[src/rtl/slc3_trace_buffer.sv]
// ============================================================================
// Module  : slc3_trace_buffer
// Purpose : Circular register-trace capture for the SLC-3 datapath probes.
// Rev     : 1.0  initial release
// ============================================================================
`default_nettype none

module slc3_trace_buffer #(
    parameter int WIDTH     = 16,
    parameter int CHANNELS  = 4,
    parameter int DEPTH     = 16,
    parameter int POST_TRIG = 8
) (
    input  logic                         clk,
    input  logic                         rst_n,
    input  logic [CHANNELS*WIDTH-1:0]    i_probe,
    input  logic                         i_sample_en,
    input  logic [1:0]                   i_mode,
    input  logic                         i_arm,
    input  logic                         i_trig,
    input  logic                         i_stop,
    input  logic                         i_rd_en,
    output logic [CHANNELS*WIDTH-1:0]    o_rd_data,
    output logic                         o_rd_valid,
    output logic [$clog2(DEPTH):0]       o_count,
    output logic                         o_full,
    output logic                         o_overflow,
    output logic                         o_busy,
    output logic                         o_done
);

    localparam int AW = $clog2(DEPTH);
    localparam int CW = AW + 1;
    localparam int DW = CHANNELS * WIDTH;

    localparam logic [CW-1:0] c_DEPTH       = CW'(DEPTH);
    localparam logic [CW-1:0] c_POST_TRIG   = CW'(POST_TRIG);
    localparam logic [1:0]    c_MODE_CHANGE = 2'b01;
    localparam logic [1:0]    c_MODE_TRIG   = 2'b10;

    typedef enum logic [1:0] {
        S_IDLE    = 2'd0,
        S_CAPTURE = 2'd1,
        S_POST    = 2'd2,
        S_DONE    = 2'd3
    } state_t;

    state_t          r_state, w_state_nxt;
    logic [1:0]      r_mode;
    logic [AW-1:0]   r_wr_ptr, r_rd_ptr;
    logic [CW-1:0]   r_count, r_post_cnt;
    logic            r_overflow;
    logic [DW-1:0]   r_last;
    logic            r_have_last;
    logic [DW-1:0]   r_rd_data;
    logic            r_rd_valid;
    logic [DW-1:0]   r_mem [DEPTH];

    logic            w_qual, w_wr, w_rd, w_post_load;

    // On-change mode filters against the last word actually stored.
    assign w_qual = i_sample_en &&
                    ((r_mode != c_MODE_CHANGE) || !r_have_last || (i_probe != r_last));

    always_comb begin
        w_state_nxt = r_state;
        w_wr        = 1'b0;
        w_rd        = 1'b0;
        w_post_load = 1'b0;
        if (i_arm) begin
            w_state_nxt = S_CAPTURE;
        end else begin
            case (r_state)
                S_CAPTURE: begin
                    w_wr = w_qual;
                    if (r_mode == c_MODE_TRIG) begin
                        if (i_trig) begin
                            if (c_POST_TRIG == '0) begin
                                w_wr        = 1'b0;
                                w_state_nxt = S_DONE;
                            end else begin
                                w_post_load = 1'b1;
                                w_state_nxt = (w_qual && c_POST_TRIG == CW'(1)) ? S_DONE : S_POST;
                            end
                        end
                    end else if (i_stop) begin
                        w_state_nxt = S_DONE;
                    end
                end
                S_POST: begin
                    w_wr = i_sample_en;
                    if (i_sample_en && r_post_cnt == CW'(1)) begin
                        w_state_nxt = S_DONE;
                    end
                end
                S_DONE: begin
                    w_rd = i_rd_en && (r_count != '0);
                end
                default: begin
                    w_state_nxt = r_state;
                end
            endcase
        end
    end

    always_ff @(posedge clk) begin
        if (w_wr) begin
            r_mem[r_wr_ptr] <= i_probe;
        end
    end

    always_ff @(posedge clk or negedge rst_n) begin
        if (!rst_n) begin
            r_state     <= S_IDLE;
            r_mode      <= 2'b00;
            r_wr_ptr    <= '0;
            r_rd_ptr    <= '0;
            r_count     <= '0;
            r_post_cnt  <= '0;
            r_overflow  <= 1'b0;
            r_last      <= '0;
            r_have_last <= 1'b0;
            r_rd_data   <= '0;
            r_rd_valid  <= 1'b0;
        end else begin
            r_state    <= w_state_nxt;
            r_rd_valid <= w_rd;
            if (i_arm) begin
                r_mode      <= i_mode;
                r_wr_ptr    <= '0;
                r_rd_ptr    <= '0;
                r_count     <= '0;
                r_post_cnt  <= '0;
                r_overflow  <= 1'b0;
                r_have_last <= 1'b0;
            end else begin
                if (w_wr) begin
                    r_wr_ptr    <= r_wr_ptr + AW'(1);
                    r_last      <= i_probe;
                    r_have_last <= 1'b1;
                    // A write into a full buffer drops the oldest entry.
                    if (r_count == c_DEPTH) begin
                        r_rd_ptr   <= r_rd_ptr + AW'(1);
                        r_overflow <= 1'b1;
                    end else begin
                        r_count <= r_count + CW'(1);
                    end
                end
                if (w_post_load) begin
                    r_post_cnt <= w_wr ? (c_POST_TRIG - CW'(1)) : c_POST_TRIG;
                end else if (w_wr && r_state == S_POST) begin
                    r_post_cnt <= r_post_cnt - CW'(1);
                end
                if (w_rd) begin
                    r_rd_data <= r_mem[r_rd_ptr];
                    r_rd_ptr  <= r_rd_ptr + AW'(1);
                    r_count   <= r_count - CW'(1);
                end
            end
        end
    end

    assign o_rd_data  = r_rd_data;
    assign o_rd_valid = r_rd_valid;
    assign o_count    = r_count;
    assign o_full     = (r_count == c_DEPTH);
    assign o_overflow = r_overflow;
    assign o_busy     = (r_state == S_CAPTURE) || (r_state == S_POST);
    assign o_done     = (r_state == S_DONE);

endmodule

`default_nettype wire
[config.mk]
export PLATFORM = sky130hd
export DESIGN_NAME = slc3_trace_buffer
export DESIGN_NICKNAME = d
export VERILOG_FILES = /design/src/rtl/slc3_trace_buffer.sv
export SDC_FILE = /design/constraint.sdc
export NUM_CORES = 1
export LEC_CHECK = 0
export BUFFER_PORTS_ARGS = -buffer_cell sky130_fd_sc_hd__buf_2
export CAP_MARGIN = 20
export CORE_ASPECT_RATIO = 2
export CORE_MARGIN = 2
export CORE_UTILIZATION = 27
export DETAILED_ROUTE_END_ITERATION = 10
export GPL_TIMING_DRIVEN = 0
export PLACE_DENSITY = 0.48
export SETUP_SLACK_MARGIN = 0.5
export SYNTH_ARGS = -nofsm -noshare
export SYNTH_HDL_FRONTEND = slang
export SYNTH_SLANG_ARGS = --single-unit
[constraint.sdc]
create_clock -name clk -period 26.1 [get_ports clk]
set_input_delay 1.305 -clock clk [delete_from_list [all_inputs] [get_ports clk]]
set_output_delay 1.305 -clock clk [all_outputs]
set_load 0.05 [all_outputs]
# ---- Word level (Yosys, flattened, before mapping)
# Memories as Yosys holds them, arrays and structs flattened. A register that Yosys moved wholly into a read port is not among the register bits.
# Index checks and enable logic that the tools add are counted.
dict set report word_totals {
  reg_bits 89
  out_inout_bits 74
  latchBits 0
  ram_bits 1024
  mem_bits_ro 0
  mem_count 1
}
dict set report op_classes {
  n_shift 0
  eq_ne 12
  bitwise 1
  n_reduce_logical 22
  add_sub_neg 5
  muxes 35
  div_mod_pow 0
  magnitude_cmp 0
  n_mul 0
}
# memory words width read_ports rd_clocked_by_memory_dff write_ports line_no
set mem_list {}
lappend mem_list {r_mem 16 64 1 1 1 57} ;# logic [DW-1:0] r_mem [DEPTH];
# operator n
set ops {}
lappend ops {{$ne 64x64->1} 1}
lappend ops {{$mux 5} 7}
lappend ops {{$mux 4} 7}
lappend ops {{$mux 1} 14}
lappend ops {{$reduce_bool 3->1} 4}
lappend ops {{$mux 2} 5}
lappend ops {{$reduce_and 2->1} 5}
lappend ops {{$sub 5x1->5 const B} 2}
lappend ops {{$add 4x1->4 const B} 2}
lappend ops {{$ne 4x4->1 const B} 2}
lappend ops {{$eq 2x2->1 const B} 3}
lappend ops {{$add 5x1->5 const B} 1}
lappend ops {{$eq 5x1->1 const B} 1}
lappend ops {{$eq 5x5->1 const B} 1}
lappend ops {{$reduce_bool 5->1} 1}
lappend ops {{$logic_and 1x1->1} 4}
lappend ops {{$pmux 2 s2} 1}
lappend ops {{$reduce_and 4->1} 1}
lappend ops {{$reduce_bool 2->1} 2}
lappend ops {{$logic_or 1x1->1} 3}
lappend ops {{$ne 3x2->1 const B} 1}
lappend ops {{$ne 3x3->1 const B} 1}
lappend ops {{$eq 2x1->1 const B} 1}
lappend ops {{$logic_not 1->1} 2}
lappend ops {{3 further kinds} 3}

# ---- Logic depth before layout (Yosys ltp)
# Gate-level depths: netlist of the first run.
dict set report logic_depth {
  depth_word 10
  ltp_mapped 12
}

# ---- Least setup slack after synthesis of the first run
# No wires, ideal clock.
dict set report synth_path {
  path_kind {input to register}
  start {input i_probe[51]}
  end {memory r_mem[3][0] in the netlist's numbering, enable pin}
  t_required_ns 25.434
  setup_time_ns 0.666
  path_stages 8
  path_buffers 1
  path_slack_ns 16.387
  t_arrival_ns 9.047
  cell_sequence {xor2_1 nand2b_1 nor4b_1 nand3_1 nor4_4 nor3_4 clkbuf_1 nor4b_1}
}
dict set report synth_between {
  elab_chain_len 7
}
# element line_no
set synth_lines {}
lappend synth_lines {{start, declared} 16} ;# input logic [CHANNELS*WIDTH-1:0] i_probe,
lappend synth_lines {{$ne 64x64->1} 63} ;# ((r_mode != c_MODE_CHANGE) || !r_have_last || (i_probe != r_last));
lappend synth_lines {{$logic_or 1x1->1} 63}
lappend synth_lines {{$logic_and 1x1->1} 62} ;# assign w_qual = i_sample_en &&
lappend synth_lines {{$pmux 1 s2} 73} ;# case (r_state)
lappend synth_lines {{$mux 1} 70} ;# if (i_arm) begin
lappend synth_lines {{$mux 1} 107} ;# if (w_wr) begin
lappend synth_lines {{$mux 1 (implied by the code)} 108} ;# r_mem[r_wr_ptr] <= i_probe;
lappend synth_lines {{end, declared} 57}
# Every way passes these cells.

# ---- Final worst setup path of the first run
dict set report layout_path {
  start {input i_probe[48]}
  end {memory r_mem[3][32] in the netlist's numbering, enable pin}
}
# The elaborated chain is that of the path after synthesis.

==> results.sh, run 1 <==
export IMPL_dp_hpwl_mm=85.4
export IMPL_dieWidth_um=296
export IMPL_post_cts_buffers=0
export IMPL_r2r_slack_ps=21260
export IMPL_netlist_area_um2=46000
export IMPL_crit_path_frequent_cell="buf_4"
export IMPL_clkSlewWorstSetupHoldPaths_ps=60
export IMPL_multi_input_area_um2=11000
export IMPL_syn_area_per_cell_um2=21.5
export IMPL_synth_most_common_cell="edfxtp_1"
export IMPL_clock_latency_ps=710
export IMPL_cts_tree="yes"
export IMPL_power_switching_w=0.00118
export IMPL_end_kind="register"
export IMPL_critPathBufInv=6
export IMPL_postRouteAntennaNets=0
export IMPL_syn_inst=2133
export IMPL_avgViaCountPerCell=4.60
export IMPL_synth_edf_count=1024
export IMPL_place_congestion=0.784
export IMPL_fin_crit_sh_pct=19.0
export IMPL_hold_end="o_rd_data[28]$_DFFE_PN0P_"
export IMPL_max_slew_margin_pct=19.1
export IMPL_cp_slowest_stage_delay_ps=600
export IMPL_slew_violations=0
export IMPL_cp_arrival_ps=5420
export IMPL_hold_path_class="reg2reg"
export IMPL_grt_max_degree=87
export IMPL_seq_area_um2=34600
export IMPL_cap_violations=0
export IMPL_antenna_found_initial=27
export IMPL_ys_ff_latch=1177
export IMPL_first_iter_violations=1654
export IMPL_area_growth_pct=18.0
export IMPL_max_freq_mhz=202
export IMPL_synth_fp_nets=2220
export IMPL_drive_gt1_share_pct=31.6
export IMPL_min_path_cells=2
export IMPL_finalSetupViolations=0
export IMPL_routed_wl_mm=128
export IMPL_ir_drop_mv=0.0518
export IMPL_die_area_um2=174000
export IMPL_worstMarginPinSlew_ps=1200
export IMPL_io_buffers=145
export IMPL_cts_num_sinks=1177
export IMPL_ys_async_sr_fraction_pct=13.0
export IMPL_cts_made_buffers=101
export IMPL_cts_htree_levels=3
export IMPL_fp_dieH_um=587
export IMPL_grt_pass1_vias=24800
export IMPL_cts_max_path_buffers=3
export IMPL_swShare_pct=26.9
export IMPL_r2r_cells=13
export IMPL_power_leakage_nw=17.5
export IMPL_critPathLaunchType="input pin"
export IMPL_dr_total_vias=22200
export IMPL_path_cells="buf_2 -> xnor2_1 -> nand4_1 -> or4_1 -> or4b_1 -> nor4_4 -> nor3_4 -> clkbuf_1 -> nor4b_2 -> buf_4 -> buf_4 -> buf_4 -> buf_4"
export IMPL_yosysSeqAreaShare_pct=75.2
export IMPL_synthFlopType="edfxtp_1"
export IMPL_synth_top_area_share_pct=66.9
export IMPL_r2r_start="r_state[0]$_DFFE_PN0P_"
export IMPL_run_status="completed"
export IMPL_power_density_nw_per_um2=81.1
export IMPL_setup_tns_final_ps=0
export IMPL_criticalPathCategory="in2reg"
export IMPL_hold_viol=0
export IMPL_hold_buffers=0
export IMPL_worst_r2r_endpoint="r_mem[3][32]$_DFFE_PP_"
export IMPL_power_internal_w=0.00322
export IMPL_grt_pass1_wl_mm=183
export IMPL_core_um2=169000
export IMPL_cp_max_fo=18
export IMPL_rows=214
export IMPL_wl_per_cell_um=26.7
export IMPL_fillCellCount=16100
export IMPL_yosys_warnings=0
export IMPL_worstPathRequired_ps=26550
export IMPL_synthTopCellsByCount="1,024 x edfxtp_1, 320 x mux4_2, 207 x nand2_1"
export IMPL_drc=0
export IMPL_cts_root_buf="clkbuf_16"
export IMPL_stdcell_count=4819
export IMPL_synthTopCellsByArea="edfxtp_1 67%, mux4_2 16%, dfrtp_1 8.3%"
export IMPL_cp_slowest_cell="or4b_1"
export IMPL_worstHoldStart="o_rd_data[28]$_DFFE_PN0P_"
export IMPL_crit_family="simple AND/OR/NAND/NOR gates"
export IMPL_pin_count=147
export IMPL_synth_top_cell_by_area="edfxtp_1"
export IMPL_combPwrFrac_pct=13.9
export IMPL_clockPowerShare_pct=35.7
export IMPL_first_pass_iters=6
export IMPL_grt_overflow_total=0
export IMPL_start_util_pct=27.1
export IMPL_fin_worst_skew_ps=31.0
export IMPL_dp_cells=4616
export IMPL_cts_resized=0
export IMPL_rsz0062_at_grt="false"
export IMPL_grtUsageTotal_pct=14.8
export IMPL_fin_crit_ps=4960
export IMPL_pwr_share_seq_pct=50.3
export IMPL_finalNetCount=2545
export IMPL_ys_types=54
[per-layer routing]
metal / global-route usage (%) / routed length (um)
met3: 2.72 / 6250
met2: 28.3 / 72300
met1: 16.3 / 46500
met5: 0 / 195
met4: 4.41 / 3210
[cell type report]
type | instances | share of cell area, %
inverters | 14 | 0.0969
well taps | 2268 | 5.23
clock buffers | 132 | 5.02
clock inverters | 58 | 1.27
multi-input cells | 838 | 20.2
plain buffers | 104 | 0.826
flip-flops and latches | 1177 | 63.7
repair buffers | 222 | 3.55
diodes | 6 | 0.0277
[kinds of logic after synthesis]
kind of cell               Yosys count  synth area share [%]
xor gates and xnor gates            68                  1.30
AOI/OAI and AO/OA                   37                 0.528
muxes                              395                  18.0
buffers and inverters              118                  1.08
adders and majority gates           14                 0.397
and+or+nand+nor                    324                  3.42
DFF                               1177                  75.2
[power by group through the flow]
stage                     Sequential, W  Clock, W  Combinational (W)
after floorplan                 0.00243         0           0.000234
after CTS                       0.00222   0.00161           0.000624
final                           0.00222   0.00157           0.000613
after global placement          0.00226         0           0.000604
after detailed placement        0.00226         0           0.000621
after global routing            0.00223   0.00167           0.000655
[flip-flops by register name, indices dropped and copies added (netlist names)]
name / count
r_wr_ptr: 4
r_state: 2
o_overflow: 1
r_post_cnt: 5
o_rd_data: 64
r_have_last: 1
r_last: 64
o_count: 5
r_rd_ptr: 4
r_mode: 2
r_mem: 1024
o_rd_valid: 1
[through the flow]
| step | area [um2] | setup slack (ps) | hold WS, ps | util (%) | total power (W) |
|---|---|---|---|---|---|
| floorplan | 46000 | 16390 | 485 | - | 0.00266 |
| global placement | 49500 | 5540 | 467 | 29.2 | 0.00286 |
| detailed placement | 50700 | 20480 | 460 | 29.9 | 0.00288 |
| CTS | 54100 | 21230 | 477 | 31.9 | 0.00445 |
| global route | 54200 | 21100 | 504 | 32.0 | 0.00456 |
| finish | 54200 | 21140 | 468 | 32.0 | 0.00440 |
[cells in the final DEF (no fill, tap or decap), drive strengths merged, types with 20 or more instances in the layout]
master	n
edfxtp	1024
mux4	320
buf	264
nand2	207
clkbuf	194
dfrtp	153
mux2	73
xor2	37
clkinv	34
xnor2	31
nor2	20
[worst max path at each step]
stage	startpoint	endpoint	cells after the start
final	i_probe[48]	r_mem[3][32]$_DFFE_PP_	13
after global routing	i_probe[30]	r_mem[3][32]$_DFFE_PP_	13
after global placement	i_probe[36]	r_mem[3][32]$_DFFE_PP_	9
after detailed placement	i_probe[48]	r_mem[3][32]$_DFFE_PP_	13
after CTS	i_probe[48]	r_mem[3][32]$_DFFE_PP_	13
after floorplan	i_probe[51]	r_mem[3][0]$_DFFE_PP_	8
[worst register-to-register path: cells and delay by family (launching register included)]
kind | cells | cell delay (ps)
adder cells (fa/ha/maj) | 1 | 210
AND/OR/NAND/NOR | 6 | 2870
buffers and inverters | 6 | 1120
flip-flops | 1 | 410
Power figures use the tool's default switching activity.
==> run 2: changes to the inputs <==
--- a/config.mk
+++ b/config.mk
@@ -5,6 +5,7 @@
 export SDC_FILE = /design/constraint.sdc
 export NUM_CORES = 1
 export LEC_CHECK = 0
+export ABC_AREA = 1
 export BUFFER_PORTS_ARGS = -buffer_cell sky130_fd_sc_hd__buf_2
 export CAP_MARGIN = 20
 export CORE_ASPECT_RATIO = 2
@@ -12,7 +13,7 @@
 export CORE_UTILIZATION = 27
 export DETAILED_ROUTE_END_ITERATION = 10
 export GPL_TIMING_DRIVEN = 0
-export PLACE_DENSITY = 0.48
+export PLACE_DENSITY = 0.5
 export SETUP_SLACK_MARGIN = 0.5
 export SYNTH_ARGS = -nofsm -noshare
 export SYNTH_HDL_FRONTEND = slang
==> constraint.sdc (replaced) <==
create_clock -name clk -period 4.2 [get_ports clk]
set_input_delay 0.21 -clock clk [delete_from_list [all_inputs] [get_ports clk]]
set_output_delay 0.21 -clock clk [all_outputs]
set_load 0.05 [all_outputs]
==> run 2 against run 1 <==
  * Non-clock buffer count up 260
  * Clock skew is 3.4 ps lower
  * Clock-buffer cell count increased by 20
  * Synthesized area increased by 1.3%
  * Sequential cell count is the same
  * Largest power group unchanged
==> results.sh, run 2 <==
export IMPL_run_status="completed"
export IMPL_power_density_nw_per_um2=546
export IMPL_cts_root_buf="clkbuf_16"
export IMPL_yosysSeqAreaShare_pct=74.3
export IMPL_ys_ff_latch=1177
export IMPL_syn_inst=3605
export IMPL_grt_overflow_total=0
export IMPL_netlist_area_um2=46600
export IMPL_criticalPathCategory="in2reg"
export IMPL_cts_num_sinks=1177
export IMPL_dp_cells=6131
export IMPL_ys_async_sr_fraction_pct=13.0
export IMPL_yosys_warnings=0
export IMPL_synthFlopType="edfxtp_1"
export IMPL_cp_max_fo=18
export IMPL_fillCellCount=16900
export IMPL_first_pass_iters=5
export IMPL_synth_edf_count=1024
export IMPL_grtUsageTotal_pct=20.0
export IMPL_setup_tns_final_ps=0
export IMPL_critPathLaunchType="input pin"
export IMPL_synth_fp_nets=3692
export IMPL_grt_max_degree=83
export IMPL_postRouteAntennaNets=0
export IMPL_worstMarginPinSlew_ps=1190
export IMPL_wl_per_cell_um=27.9
export IMPL_synth_top_cell_by_area="edfxtp_1"
export IMPL_dieWidth_um=298
export IMPL_hold_path_class="in2reg"
export IMPL_layout_commonest_cell="edfxtp_1"
export IMPL_fin_worst_skew_ps=27.6
export IMPL_place_congestion=0.845
export IMPL_dp_hpwl_mm=130
export IMPL_holdWs_ps=59.7
export IMPL_routed_wl_mm=180
export IMPL_power_leakage_nw=19.5
export IMPL_pin_count=147
export IMPL_crit_family="buffers and inverters"
export IMPL_hold_viol=0
export IMPL_grt_pass1_vias=32400
export IMPL_final_cell_mix="1,024 x edfxtp_1, 635 x nor2_1, 546 x o21ai_0"
export IMPL_cp_slowest_cell="dlygate4sd3_1"
export IMPL_grt_pass1_wl_mm=249
export IMPL_synthTopCellsByCount="1,024 x edfxtp_1, 635 x nor2_1, 546 x o21ai_0"
export IMPL_ir_drop_mv=0.299
export IMPL_cap_violations=0
export IMPL_cts_tree="yes"
export IMPL_final_util_pct=33.2
export IMPL_critPathBufInv=7
export IMPL_finalNetCount=4136
export IMPL_syn_area_per_cell_um2=12.9
export IMPL_cts_resized=0
export IMPL_synth_most_common_cell="edfxtp_1"
export IMPL_rsz0062_at_grt="false"
export IMPL_cp_slowest_stage_delay_ps=540
export IMPL_slew_violations=0
export IMPL_drc=0
export IMPL_core_um2=171000
export IMPL_avgViaCountPerCell=5.10
export IMPL_largest_reg_flops=1024
export IMPL_max_slew_margin_pct=20.4
export IMPL_synthTopCellsByArea="edfxtp_1 66%, dfrtp_1 8.2%, o21ai_0 5.9%"
export IMPL_fin_crit_ps=3630
export IMPL_antenna_found_initial=15
export IMPL_cts_made_buffers=101
export IMPL_cts_htree_levels=3
export IMPL_fin_crit_sh_pct=86.4
export IMPL_rows=215
export IMPL_regMostFlops="r_mem"
export IMPL_drive_gt1_share_pct=12.8
export IMPL_clkSlewWorstSetupHoldPaths_ps=70
export IMPL_worstPathRequired_ps=4590
export IMPL_start_util_pct=27.2
export IMPL_finalSetupViolations=0
export IMPL_fp_dieH_um=591
export IMPL_ys_types=35
export IMPL_stdcell_count=6423
export IMPL_path_cells="dlygate4sd3_1 -> buf_2 -> xor2_1 -> nor2_1 -> nand3_1 -> nor2_1 -> nand3_2 -> nand3_4 -> buf_6 -> buf_4 -> nor3_4 -> buf_16 -> buf_8 -> buf_16"
export IMPL_first_iter_violations=2894
export IMPL_area_growth_pct=22.3
export IMPL_io_buffers=146
export IMPL_end_kind="register"
export IMPL_dr_total_vias=32700
export IMPL_clock_latency_ps=700
export IMPL_die_area_um2=176000
export IMPL_cts_max_path_buffers=3
export IMPL_cp_arrival_ps=4020
export IMPL_max_freq_mhz=276
export IMPL_synth_top_area_share_pct=66.1
run 2: worst paths after layout:
path	from	end	slack, ps	cells after the start
worst max-delay path	i_probe[38]	r_mem[7][43]$_DFFE_PP_	570	14
worst min-delay path	i_sample_en	r_state[1]$_DFFE_PN0P_	60	6
worst max register to register	r_last[38]$_DFFE_PN0P_	r_mem[7][43]$_DFFE_PP_	660	12
worst min register to register	r_last[12]$_DFFE_PN0P_	r_last[12]$_DFFE_PN0P_	500	2
max in group asynchronous	rst_n	o_rd_data[26]$_DFFE_PN0P_	3000	3
min in group asynchronous	rst_n	o_rd_data[53]$_DFFE_PN0P_	100	2
run 2: tightest hold or removal path: cells and delay by family:
kind	cells	cell delay, ps
buffers and inverters	3	220
AOI/OAI and AO/OA	2	230
and+or+nand+nor	1	60
run 2: metal layers:
layer / global-route usage (%) / vias up / share of wire, %
li1: - / 14200 / -
met1: 20.8 / 16600 / 35
met2: 35.8 / 1427 / 51
met3: 3.21 / 453 / 5.4
met4: 15.4 / 14 / 8.6
met5: 0 / - / 0.053
run 2: cells by family (layout without fill, tap and decap cells):
family / Yosys count / after routing / share of synthesized area, %
XOR/XNOR: 28 / 28 / 0.527
other: 0 / 7 / 0
buffers and inverters: 391 / 924 / 3.46
adder cells (fa/ha/maj): 14 / 14 / 0.392
AND/OR/NAND/NOR: 1042 / 1042 / 8.85
AO/OA/AOI/OAI: 953 / 953 / 12.5
flip-flops: 1177 / 1177 / 74.3
run 2: timing repair:
action / in CTS / in global routing
buffers inserted: 1 / 15
endpoints found under the hold margin: 1152 / 0
setup endpoints to repair: 15 / 78
hold buffers: 70 / 0
pin swaps: 1 / 4
run 2: metrics by stage:
step           instance area (um2)  total power [W]  setup WS, ps
3_5_place_dp                 52600           0.0217           281
3_3_place_gp                 50200           0.0215         -4870
5_1_grt                      56900           0.0322           502
2_1_floorplan                46600           0.0183          -291
4_1_cts                      56600           0.0312           568
6_report                     56900           0.0311           571
run 2: layout make-up:
class	count	area, um2	share of cell area (%)
timing repair buffer	341	4030	7.08
multi-input combinational	2037	10500	18.5
tap	2278	2850	5.01
sequential	1177	34600	60.7
clock inverter	40	319	0.560
antenna	7	17.5	0.0308
buffer	245	1060	1.86
inverter	146	549	0.965
clock buffer	152	2980	5.24
run 2: where the power goes:
| group | internal (W) | switching, W | leakage, nW |
|---|---|---|---|
| sequential | 0.0134 | 0.000502 | 11.1 |
| clock | 0.00513 | 0.00444 | 1.63 |
| combinational | 0.00185 | 0.00575 | 6.79 |
